<file path="config.mk">
export PLATFORM = sky130hd
export DESIGN_NAME = pattern_scan_ctrl
export DESIGN_NICKNAME = d
export VERILOG_FILES = /design/src/rtl/pattern_scan_ctrl.sv
export SDC_FILE = /design/constraint.sdc
export NUM_CORES = 1
export LEC_CHECK = 0
export ABC_AREA = 1
export CAP_MARGIN = 5
export CORE_MARGIN = 3
export CORE_UTILIZATION = 58
export DETAILED_ROUTE_END_ITERATION = 8
export GPL_TIMING_DRIVEN = 1
export PLACE_DENSITY_LB_ADDON = 0.3
export SETUP_SLACK_MARGIN = 0.02
export SYNTH_ARGS = -nofsm -noshare
export SYNTH_HDL_FRONTEND = slang
export SYNTH_SLANG_ARGS = --single-unit
</file>
<file path="constraint.sdc">
create_clock -name clk -period 3.4 [get_ports clk]
set_input_delay 0.68 -clock clk [delete_from_list [all_inputs] [get_ports clk]]
set_output_delay 0.68 -clock clk [all_outputs]
set_load 0.1 [all_outputs]
</file>
<file path="src/rtl/pattern_scan_ctrl.sv">
`timescale 1ns/1ps
// pattern_scan_ctrl
// Frame-level serial pattern detector. Bytes arrive over a valid/ready
// stream, are shifted out MSB first one bit per clock, and a programmable
// length pattern (1..PW bits) is matched against the running bit history.
// History carries across byte boundaries, so matches may span bytes.
//
// state | meaning
// ------+------------------------------------------------------------
// IDLE  | waiting for start; match_count holds last frame's result
// LOAD  | in_ready high, waiting for the next byte of the frame
// SHIFT | serialising the captured byte, one bit per clock (DW cycles)
// DONE  | one-cycle end-of-frame pulse, then back to IDLE
module pattern_scan_ctrl #(
  parameter int DW = 8,
  parameter int PW = 8,
  parameter int CW = 16
) (
  input  logic                  clk,
  input  logic                  rst,
  input  logic                  start,
  input  logic [PW-1:0]         cfg_pattern,
  input  logic [$clog2(PW):0]   cfg_len,
  input  logic                  cfg_overlap,
  input  logic                  in_valid,
  input  logic [DW-1:0]         in_data,
  input  logic                  in_last,
  output logic                  in_ready,
  output logic                  busy,
  output logic                  match,
  output logic [CW-1:0]         match_pos,
  output logic [CW-1:0]         match_count,
  output logic                  done
);

  localparam int LW  = $clog2(PW) + 1;
  localparam int BCW = (DW > 1) ? $clog2(DW) : 1;
  localparam logic [LW-1:0]  PW_L    = LW'(PW);
  localparam logic [BCW-1:0] BC_LAST = BCW'(DW - 1);

  typedef enum logic [1:0] {
    S_IDLE  = 2'd0,
    S_LOAD  = 2'd1,
    S_SHIFT = 2'd2,
    S_DONE  = 2'd3
  } state_t;

  state_t state, state_nxt;

  // latched frame configuration
  logic [PW-1:0]  pat_q;
  logic [LW-1:0]  len_q;
  logic           ovl_q;

  // serialiser
  logic [DW-1:0]  sh_buf;
  logic           last_q;
  logic [BCW-1:0] bit_cnt;

  // detector
  logic [PW-1:0]  hist;
  logic [LW-1:0]  bits_seen;
  logic [CW-1:0]  bit_idx;

  logic [PW-1:0]  hist_new;
  logic [PW-1:0]  len_mask;
  logic [LW-1:0]  seen_inc;
  logic [LW:0]    seen_p1;
  logic           len_ok;
  logic           hit;

  // Detector comparison against the history as it will look after this bit.
  always_comb begin
    hist_new = {hist[PW-2:0], sh_buf[DW-1]};
    seen_inc = (bits_seen == PW_L) ? bits_seen : bits_seen + LW'(1);
    seen_p1  = {1'b0, bits_seen} + (LW+1)'(1);
    len_ok   = (len_q != '0) && (len_q <= PW_L);
    len_mask = '0;
    for (int i = 0; i < PW; i++) begin
      len_mask[i] = (i < int'(len_q));
    end
    hit = (state == S_SHIFT) && len_ok &&
          (seen_p1 >= {1'b0, len_q}) &&
          ((hist_new & len_mask) == (pat_q & len_mask));
  end

  // State register.
  always_ff @(posedge clk or negedge rst) begin
    if (!rst) begin
      state <= S_IDLE;
    end else begin
      state <= state_nxt;
    end
  end

  // Next-state and handshake/status outputs.
  always_comb begin
    state_nxt = state;
    in_ready  = 1'b0;
    busy      = 1'b0;
    done      = 1'b0;
    case (state)
      S_IDLE: begin
        if (start) state_nxt = S_LOAD;
      end
      S_LOAD: begin
        in_ready = 1'b1;
        busy     = 1'b1;
        if (in_valid) state_nxt = S_SHIFT;
      end
      S_SHIFT: begin
        busy = 1'b1;
        if (bit_cnt == '0) state_nxt = last_q ? S_DONE : S_LOAD;
      end
      S_DONE: begin
        done      = 1'b1;
        state_nxt = S_IDLE;
      end
      default: state_nxt = S_IDLE;
    endcase
  end

  // Config latch, serialiser, history and match reporting.
  always_ff @(posedge clk or negedge rst) begin
    if (!rst) begin
      pat_q       <= '0;
      len_q       <= '0;
      ovl_q       <= 1'b0;
      sh_buf      <= '0;
      last_q      <= 1'b0;
      bit_cnt     <= '0;
      hist        <= '0;
      bits_seen   <= '0;
      bit_idx     <= '0;
      match       <= 1'b0;
      match_pos   <= '0;
      match_count <= '0;
    end else begin
      match <= 1'b0;
      case (state)
        S_IDLE: begin
          if (start) begin
            pat_q       <= cfg_pattern;
            len_q       <= cfg_len;
            ovl_q       <= cfg_overlap;
            hist        <= '0;
            bits_seen   <= '0;
            bit_idx     <= '0;
            match_count <= '0;
          end
        end
        S_LOAD: begin
          if (in_valid) begin
            sh_buf  <= in_data;
            last_q  <= in_last;
            bit_cnt <= BC_LAST;
          end
        end
        S_SHIFT: begin
          sh_buf  <= {sh_buf[DW-2:0], 1'b0};
          bit_cnt <= bit_cnt - BCW'(1);
          hist    <= hist_new;
          bit_idx <= bit_idx + CW'(1);
          if (hit) begin
            match     <= 1'b1;
            match_pos <= bit_idx;
            if (match_count != {CW{1'b1}}) begin
              match_count <= match_count + CW'(1);
            end
            // non-overlap mode consumes the matched bits
            bits_seen <= ovl_q ? seen_inc : '0;
          end else begin
            bits_seen <= seen_inc;
          end
        end
        default: ;
      endcase
    end
  end

endmodule
</file>
==> results.md, run 1 <==
### Outcome
- complete, no violations — result of the run

### Place
- 724 — placed cell count
- 61 — number of buffers added on ports
- 7.22 mm — half-perimeter wire length of the detailed placement result
- 5260 µm² — placed standard-cell area
- 0.971 — Routability Congestion

### Timing
- 2.67 ns — Final min period
- 0.0121 ns — worst clock skew
- 0 ns — total negative slack for setup checks
- 0 — hold violation total from the final report
- 0 — count of endpoints failing setup in the final report
- 0.375 GHz — Highest Clock Rate
- 0.271 — tightest slew margin relative to the limit
- 0.785 — part of the cycle the worst path needs
- 1.09 ns — worst-margin pin slew
- no — unrepaired setup endpoints after global routing
- 0.469 ns — worst hold margin
- 0 — final max-slew violation count

### Synth
- 574 — synthesized netlist cell count
- sky130_fd_sc_hd__dfrtp_1 — largest area contributor in the synthesized netlist
- 0.0375 — Synth Area in Adders
- 0.0469 — XOR/XNOR share of the synthesized area
- 0.0750 — share of the synthesized area in compound gates (AO/OA/AOI/OAI)
- 614 — total nets after synthesis
- 4670 µm² — total standard cell area after synthesis
- 0.308 — post-synthesis simple-gate area fraction
- 0.466 — area share of the largest cell type after synthesis
- 87 — flip-flop and latch count after synthesis
- 0.466 — register area share after synthesis
- 8.14 µm² — mean cell area of the mapped netlist
- 0.00241 — proportion of synthesized area in mux cells
- simple AND/OR/NAND/NOR gates — dominant combinational cell family by area after synthesis
- 0 — count of synthesis-stage warnings from yosys
- 42 — Distinct cells, synth
- sky130_fd_sc_hd__dfrtp_1 (47%), sky130_fd_sc_hd__nand2_1 (13%), sky130_fd_sc_hd__nor2_1 (4.5%), sky130_fd_sc_hd__nand3_1 (4.2%), sky130_fd_sc_hd__inv_1 (4.2%) — biggest area contributors in the synthesized netlist

### Cells and area
- 16.8% — area growth from synthesis to layout
- 645 — fill cell total of the finished layout
- 0.138 — share of layout cells above drive strength 1
- 5460 µm² — final non-filler cell area
- 673 — net count of the finished layout
- 0.703 — Util after Layout
- 0 — Diodes inserted
- sky130_fd_sc_hd__nand2_1 (165), sky130_fd_sc_hd__dfrtp_1 (87), sky130_fd_sc_hd__nor2_1 (56) — most frequent cells in the layout
- sky130_fd_sc_hd__nand2_1 — most common library cell in the layout ignoring fill and taps
- 740 — number of non-filler instances in the completed layout

### Global route
- 0 — final global-route overflow total
- 0.238 — total routing resource utilization after global routing
- 3793 — number of global-route vias before repair
- 88 — largest net degree at the start of global routing
- 17.2 mm — global-route wire length before repair
- 0 — initial antenna violation count

### Pwr
- 2.66 nW — leak pwr
- 689 nW/µm² — Power per Cell Area
- 1.16 mV — maximum VDD drop

### Clock tree
- sky130_fd_sc_hd__clkbuf_8 — CTS root buf
- 2 — Clock Path Buffers
- 0 — setup repair bufs after CTS
- built — CTS tree
- 0.36 ns — clock latency on the worst-skew pair
- 3 — number of levels in the clock H-tree
- 9 — number of clock buffers inserted by TritonCTS
- 87 — clock sink total
- 0 — Post-CTS Hold Fix Bufs
- 0.09 ns — Clk pin slew, worst setup/hold paths
- 0 — count of instances resized after the clock tree is built

### Worst hold path
- bit_cnt[0] — startpoint of the lowest-slack hold path
- bit_cnt[0] — Worst Hold End
- 1 — WHS Path Cells
- flop to flop — HP Class

### Route
- 4 — TritonRoute pass-1 iters
- 0 — drc violations
- 13.6 µm — post-detailed-route wirelength per cell
- 215 — DR iter-0 viols
- 5.35 — via density per instance
- 0 — Post-DRT Antenna Nets
- 3957 — detailed-route via count
- 10.1 mm — routed wire length

### Floorplan
- 9170 µm² — area enclosed by the die boundary
- 62 — count of boundary I/O pins
- 7770 µm² — CORE AREA
- 95.7 µm — die width
- 0.601 — initial standard-cell utilization of the core
- 32 — total number of placement rows
- 95.7 µm — DIE HEIGHT

### Worst setup path
- 3.65 ns — required time worst endpoint
- 11 — Worst R2R Path Depth
- 28 — crit-path max FO
- match_pos[0] — Reg2Reg Capture Point
- 0.73 ns — r2r setup slk
- bits_seen[0] — critical register-to-register path startpoint
- flop — Setup crit start kind
- 2.92 ns — CP arrival
- flop to flop — Worst Setup Path Type
- flop — kind of capture point of the worst setup path

### Flow run
- 0 — number of max-cap violations

[where the power goes]
group	switching, mW	internal, mW
Clock	0.388	0.341
Combinational	1.13	0.461
Sequential	0.180	1.26
Total	1.69	2.06
[worst max-delay path, cell delays in order, from the launching register on]
cell	delay [ns]
sky130_fd_sc_hd__dfrtp_1	0.45
sky130_fd_sc_hd__ha_1	0.25
sky130_fd_sc_hd__xor2_1	0.20
sky130_fd_sc_hd__ha_1	0.28
sky130_fd_sc_hd__a21oi_1	0.16
sky130_fd_sc_hd__nand2_1	0.07
sky130_fd_sc_hd__a21oi_1	0.33
sky130_fd_sc_hd__nor2_8	0.09
sky130_fd_sc_hd__nand2_2	0.36
sky130_fd_sc_hd__inv_1	0.19
sky130_fd_sc_hd__nand2_1	0.10
sky130_fd_sc_hd__nand2_1	0.06
[synthesized netlist by cell type (all sizes together)]
cell	n
nand2	191
dfrtp	87
nor2	62
inv	55
nand3	42
o21ai	29
xor2	20
ha	14
a21oi	13
buf	9
nand4	9
a31oi	8
nor3	6
o22ai	6
clkbuf	5
xnor2	5
a22oi	2
nor3b	2
nor4	2
o31ai	2
clkinv	1
mux2	1
nand3b	1
or2	1
or3	1
[cell type report]
type                            instances  area, µm²  area share
Inverter                               56        210      0.0385
Clock buffer                            9        124      0.0227
Multi-Input combinational cell        417       2190       0.402
Sequential cell                        87       2180       0.399
Timing Repair Buffer                   62        553       0.101
Tap cell                              102        128      0.0234
Clock inverter                          7       73.8      0.0135
[per-layer routing]
metal / up-vias / part of all wire / GRT usage
met2: 113 / 0.48 / 0.385
met4: 0 / 0.013 / 0.0829
met5: - / 0 / 0
met1: 1879 / 0.45 / 0.327
li1: 1952 / - / -
met3: 13 / 0.051 / 0.0367
[flip-flops by register name (all words and copies together) (netlist names)]
signal / cells
bit_idx: 16
match_count: 16
match_pos: 16
pat_q: 8
sh_buf: 8
hist: 7
bits_seen: 4
len_q: 4
bit_cnt: 3
state: 2
last_q: 1
match: 1
ovl_q: 1
[stage by stage]
stage	worst slack (ns)	power (mW)
finish	0.731	3.76
global route	0.489	4.02
CTS	0.731	3.78
detailed placement	0.767	3.05
global placement	0.860	2.98
floorplan	1.03	2.70
[logic make-up (layout without fill, tap and decap cells)]
logic type,after synthesis,after routing
compound gates,60,60
xor+xnor,25,25
fa+ha+maj,14,14
buf+inv,70,134
flops,87,87
mux,1,1
simple gates,317,317
[how the worst max path moves through the flow]
stage,cells after the start,from,slack (ns),to
floorplan,11,match_count[0],1.03,match_count[14]
global placement,11,bits_seen[0],0.86,match_pos[11]
detailed placement,11,bits_seen[0],0.77,match_pos[0]
CTS,11,bits_seen[0],0.73,match_pos[0]
global route,11,bits_seen[0],0.49,match_pos[0]
finish,11,bits_seen[0],0.73,match_pos[0]
Power figures use the tool's default switching activity.
==> run 2: changes to the inputs <==
--- a/config.mk
+++ b/config.mk
@@ -8,7 +8,7 @@
 export ABC_AREA = 1
 export CAP_MARGIN = 5
 export CORE_MARGIN = 3
-export CORE_UTILIZATION = 58
+export CORE_UTILIZATION = 50
 export DETAILED_ROUTE_END_ITERATION = 8
 export GPL_TIMING_DRIVEN = 1
 export PLACE_DENSITY_LB_ADDON = 0.3
==> constraint.sdc (replaced) <==
create_clock -name clk -period 2.3 [get_ports clk]
set_input_delay 0.46 -clock clk [delete_from_list [all_inputs] [get_ports clk]]
set_output_delay 0.46 -clock clk [all_outputs]
set_load 0.1 [all_outputs]
==> run 2 against run 1 <==
Utilization decreased by 6.5 points. Routed wire length increased by 3.4%. Cell count up 3.4%. Via count grew 0.78%. Combinational power rose by 69%. Critical path type unchanged. Global-route usage shrank 3.2 points. Die area increased by 15%. Non-clock buffer count increased by 19. Design area is 3.8% higher. Critical path depth grew 1. First-iteration DRC count fell by 0.93%.
==> results.md, run 2 (synthesized netlist as in run 1, its figures left out) <==
### Outcome
- complete, no violations — result of the run

### Cells and area
- bit_idx x16, match_count x16, match_pos x16 — Regs by FF count
- sky130_fd_sc_hd__nand2_1 (165), sky130_fd_sc_hd__dfrtp_1 (85), sky130_fd_sc_hd__nor2_1 (56) — most frequent cells in the layout
- 0.186 — share of layout cells above drive strength 1
- 765 — number of non-filler instances in the completed layout
- 21.3% — area growth from synthesis to layout
- 692 — net count of the finished layout
- 0.637 — Util after Layout
- 5670 µm² — final non-filler cell area
- 0 — Diodes inserted
- sky130_fd_sc_hd__nand2_1 — most common library cell in the layout ignoring fill and taps

### Worst setup path
- flop — kind of capture point of the worst setup path
- flop to flop — Worst Setup Path Type
- 2.54 ns — required time worst endpoint
- 14 — crit-path max FO
- simple AND/OR/NAND/NOR gates — crit-path leading delay family
- 12 — CP Depth
- ha_2, xor2_2, ha_4, a21oi_2, nand2_1, a21oi_1, buf_4, nor2_8, nand3_4, nand2_8, nand2_2, nand2_2 — list of cells traversed by the critical path
- sky130_fd_sc_hd__dfrtp_1 — crit path max-delay cell type
- 12 — Worst R2R Path Depth
- 2.39 ns — CP arrival
- 0.42 ns — Slowest Stage Delay on Critical Path
- bits_seen[0] — Worst Setup SP
- bits_seen[0] — critical register-to-register path startpoint
- 1 — Buf/Inv on CP
- flop — Setup crit start kind
- sky130_fd_sc_hd__nand2_2 — cell occurring most often along the worst timing path

### Clock tree
- 0.36 ns — clock latency on the worst-skew pair
- sky130_fd_sc_hd__clkbuf_8 — CTS root buf
- 2 — Clock Path Buffers
- built — CTS tree
- 87 — clock sink total
- 3 — number of levels in the clock H-tree
- 9 — number of clock buffers inserted by TritonCTS
- 0.09 ns — Clk pin slew, worst setup/hold paths

### Place
- 61 — number of buffers added on ports
- 745 — placed cell count
- 0.969 — Routability Congestion
- 7.77 mm — half-perimeter wire length of the detailed placement result
- 5410 µm² — placed standard-cell area
- 0.0222 ns — pre-CTS setup slack

### Floorplan
- 0.525 — initial standard-cell utilization of the core
- 8890 µm² — CORE AREA
- 62 — count of boundary I/O pins
- 10500 µm² — area enclosed by the die boundary
- 103 µm — die width
- 103 µm — DIE HEIGHT
- 34 — total number of placement rows

### Timing
- 0 — hold violation total from the final report
- 0 ns — total negative slack for setup checks
- 0.145 ns — worst path setup slack after routing
- 0.373 ns — worst-margin pin slew
- 0.749 — tightest slew margin relative to the limit
- 0.464 GHz — Highest Clock Rate
- no — unrepaired setup endpoints after global routing
- 2.15 ns — Final min period
- 0 — final max-slew violation count
- 0.0188 ns — worst clock skew
- 0.937 — part of the cycle the worst path needs
- 0 — count of endpoints failing setup in the final report

### Pwr
- 1020 nW/µm² — Power per Cell Area
- 1.81 mV — maximum VDD drop
- 2.77 nW — leak pwr

### Worst hold path
- match_pos[2] — startpoint of the lowest-slack hold path
- flop to flop — HP Class
- 2 — WHS Path Cells

### Route
- 213 — DR iter-0 viols
- 13.6 µm — post-detailed-route wirelength per cell
- 0 — drc violations
- 5 — TritonRoute pass-1 iters
- 0 — Post-DRT Antenna Nets
- 3988 — detailed-route via count
- 5.21 — via density per instance
- 10.4 mm — routed wire length

### Global route
- 17.3 mm — global-route wire length before repair
- 0.206 — total routing resource utilization after global routing
- 0 — final global-route overflow total
- 3861 — number of global-route vias before repair
- 0 — initial antenna violation count
- 41 — largest net degree at the start of global routing

### Flow run
- 0 — number of max-cap violations

[run 2: cell count changes in the layout (fill, tap and decap cells not counted), sizes merged]
cell and delta:
buf +29, inv +1, clkinvlp +2, clkdlybuf4s50 -11, bufinv -1, clkinv -3
dlygate4sd3 +1, clkbuf +1
[run 2: worst paths after layout]
check / endpoint / slack, ns
max: match_count[13] / 0.15
min: match_pos[2] / 0.49
max reg2reg: match_count[13] / 0.15
min reg2reg: match_pos[2] / 0.49
max in group asynchronous: bit_idx[2] / 1.13
min in group asynchronous: bits_seen[3] / 0.54
[run 2: worst register-to-register path, stage by stage (launching register included)]
cell	delay [ns]
sky130_fd_sc_hd__dfrtp_1	0.42
sky130_fd_sc_hd__ha_2	0.23
sky130_fd_sc_hd__xor2_2	0.21
sky130_fd_sc_hd__ha_4	0.24
sky130_fd_sc_hd__a21oi_2	0.13
sky130_fd_sc_hd__nand2_1	0.06
sky130_fd_sc_hd__a21oi_1	0.13
sky130_fd_sc_hd__buf_4	0.15
sky130_fd_sc_hd__nor2_8	0.04
sky130_fd_sc_hd__nand3_4	0.17
sky130_fd_sc_hd__nand2_8	0.13
sky130_fd_sc_hd__nand2_2	0.10
sky130_fd_sc_hd__nand2_2	0.04
[run 2: final cells by class]
| class | count | area [µm²] |
|---|---|---|
| fillers | 763 | 3230 |
| flip-flops and latches | 87 | 2180 |
| clock inverters | 6 | 45.0 |
| clock buffers | 10 | 128 |
| repair buffers | 81 | 741 |
| multi-input cells | 417 | 2230 |
| well taps | 108 | 135 |
| inverters | 56 | 210 |
[run 2: what timing repair did]
item	in CTS	in global routing
setup endpoints to repair	0	34
resized for setup	0	9
hold endpoints to repair	0	12
hold buffers	0	1
setup buffers	0	3
[run 2: through the flow]
| stage | hold WS (ns) | total power, mW |
|---|---|---|
| 6_report | 0.488 | 5.79 |
| 5_1_grt | 0.503 | 6.20 |
| 4_1_cts | 0.00128 | 5.71 |
| 3_5_place_dp | 0.389 | 4.74 |
| 3_3_place_gp | 0.383 | 4.66 |
| 2_1_floorplan | 0.164 | 3.99 |
[run 2: routing by layer]
metal,global-route usage,routed length (µm),vias to the layer above
met5,0,0,-
met4,0.0686,161,0
met3,0.0453,666,17
met2,0.330,4860,144
met1,0.279,4750,1841
li1,-,-,1986
[run 2: power breakdown]
group | internal, mW | switching (mW)
combinational | 0.932 | 1.75
clock | 0.397 | 0.567
sequential | 1.87 | 0.274
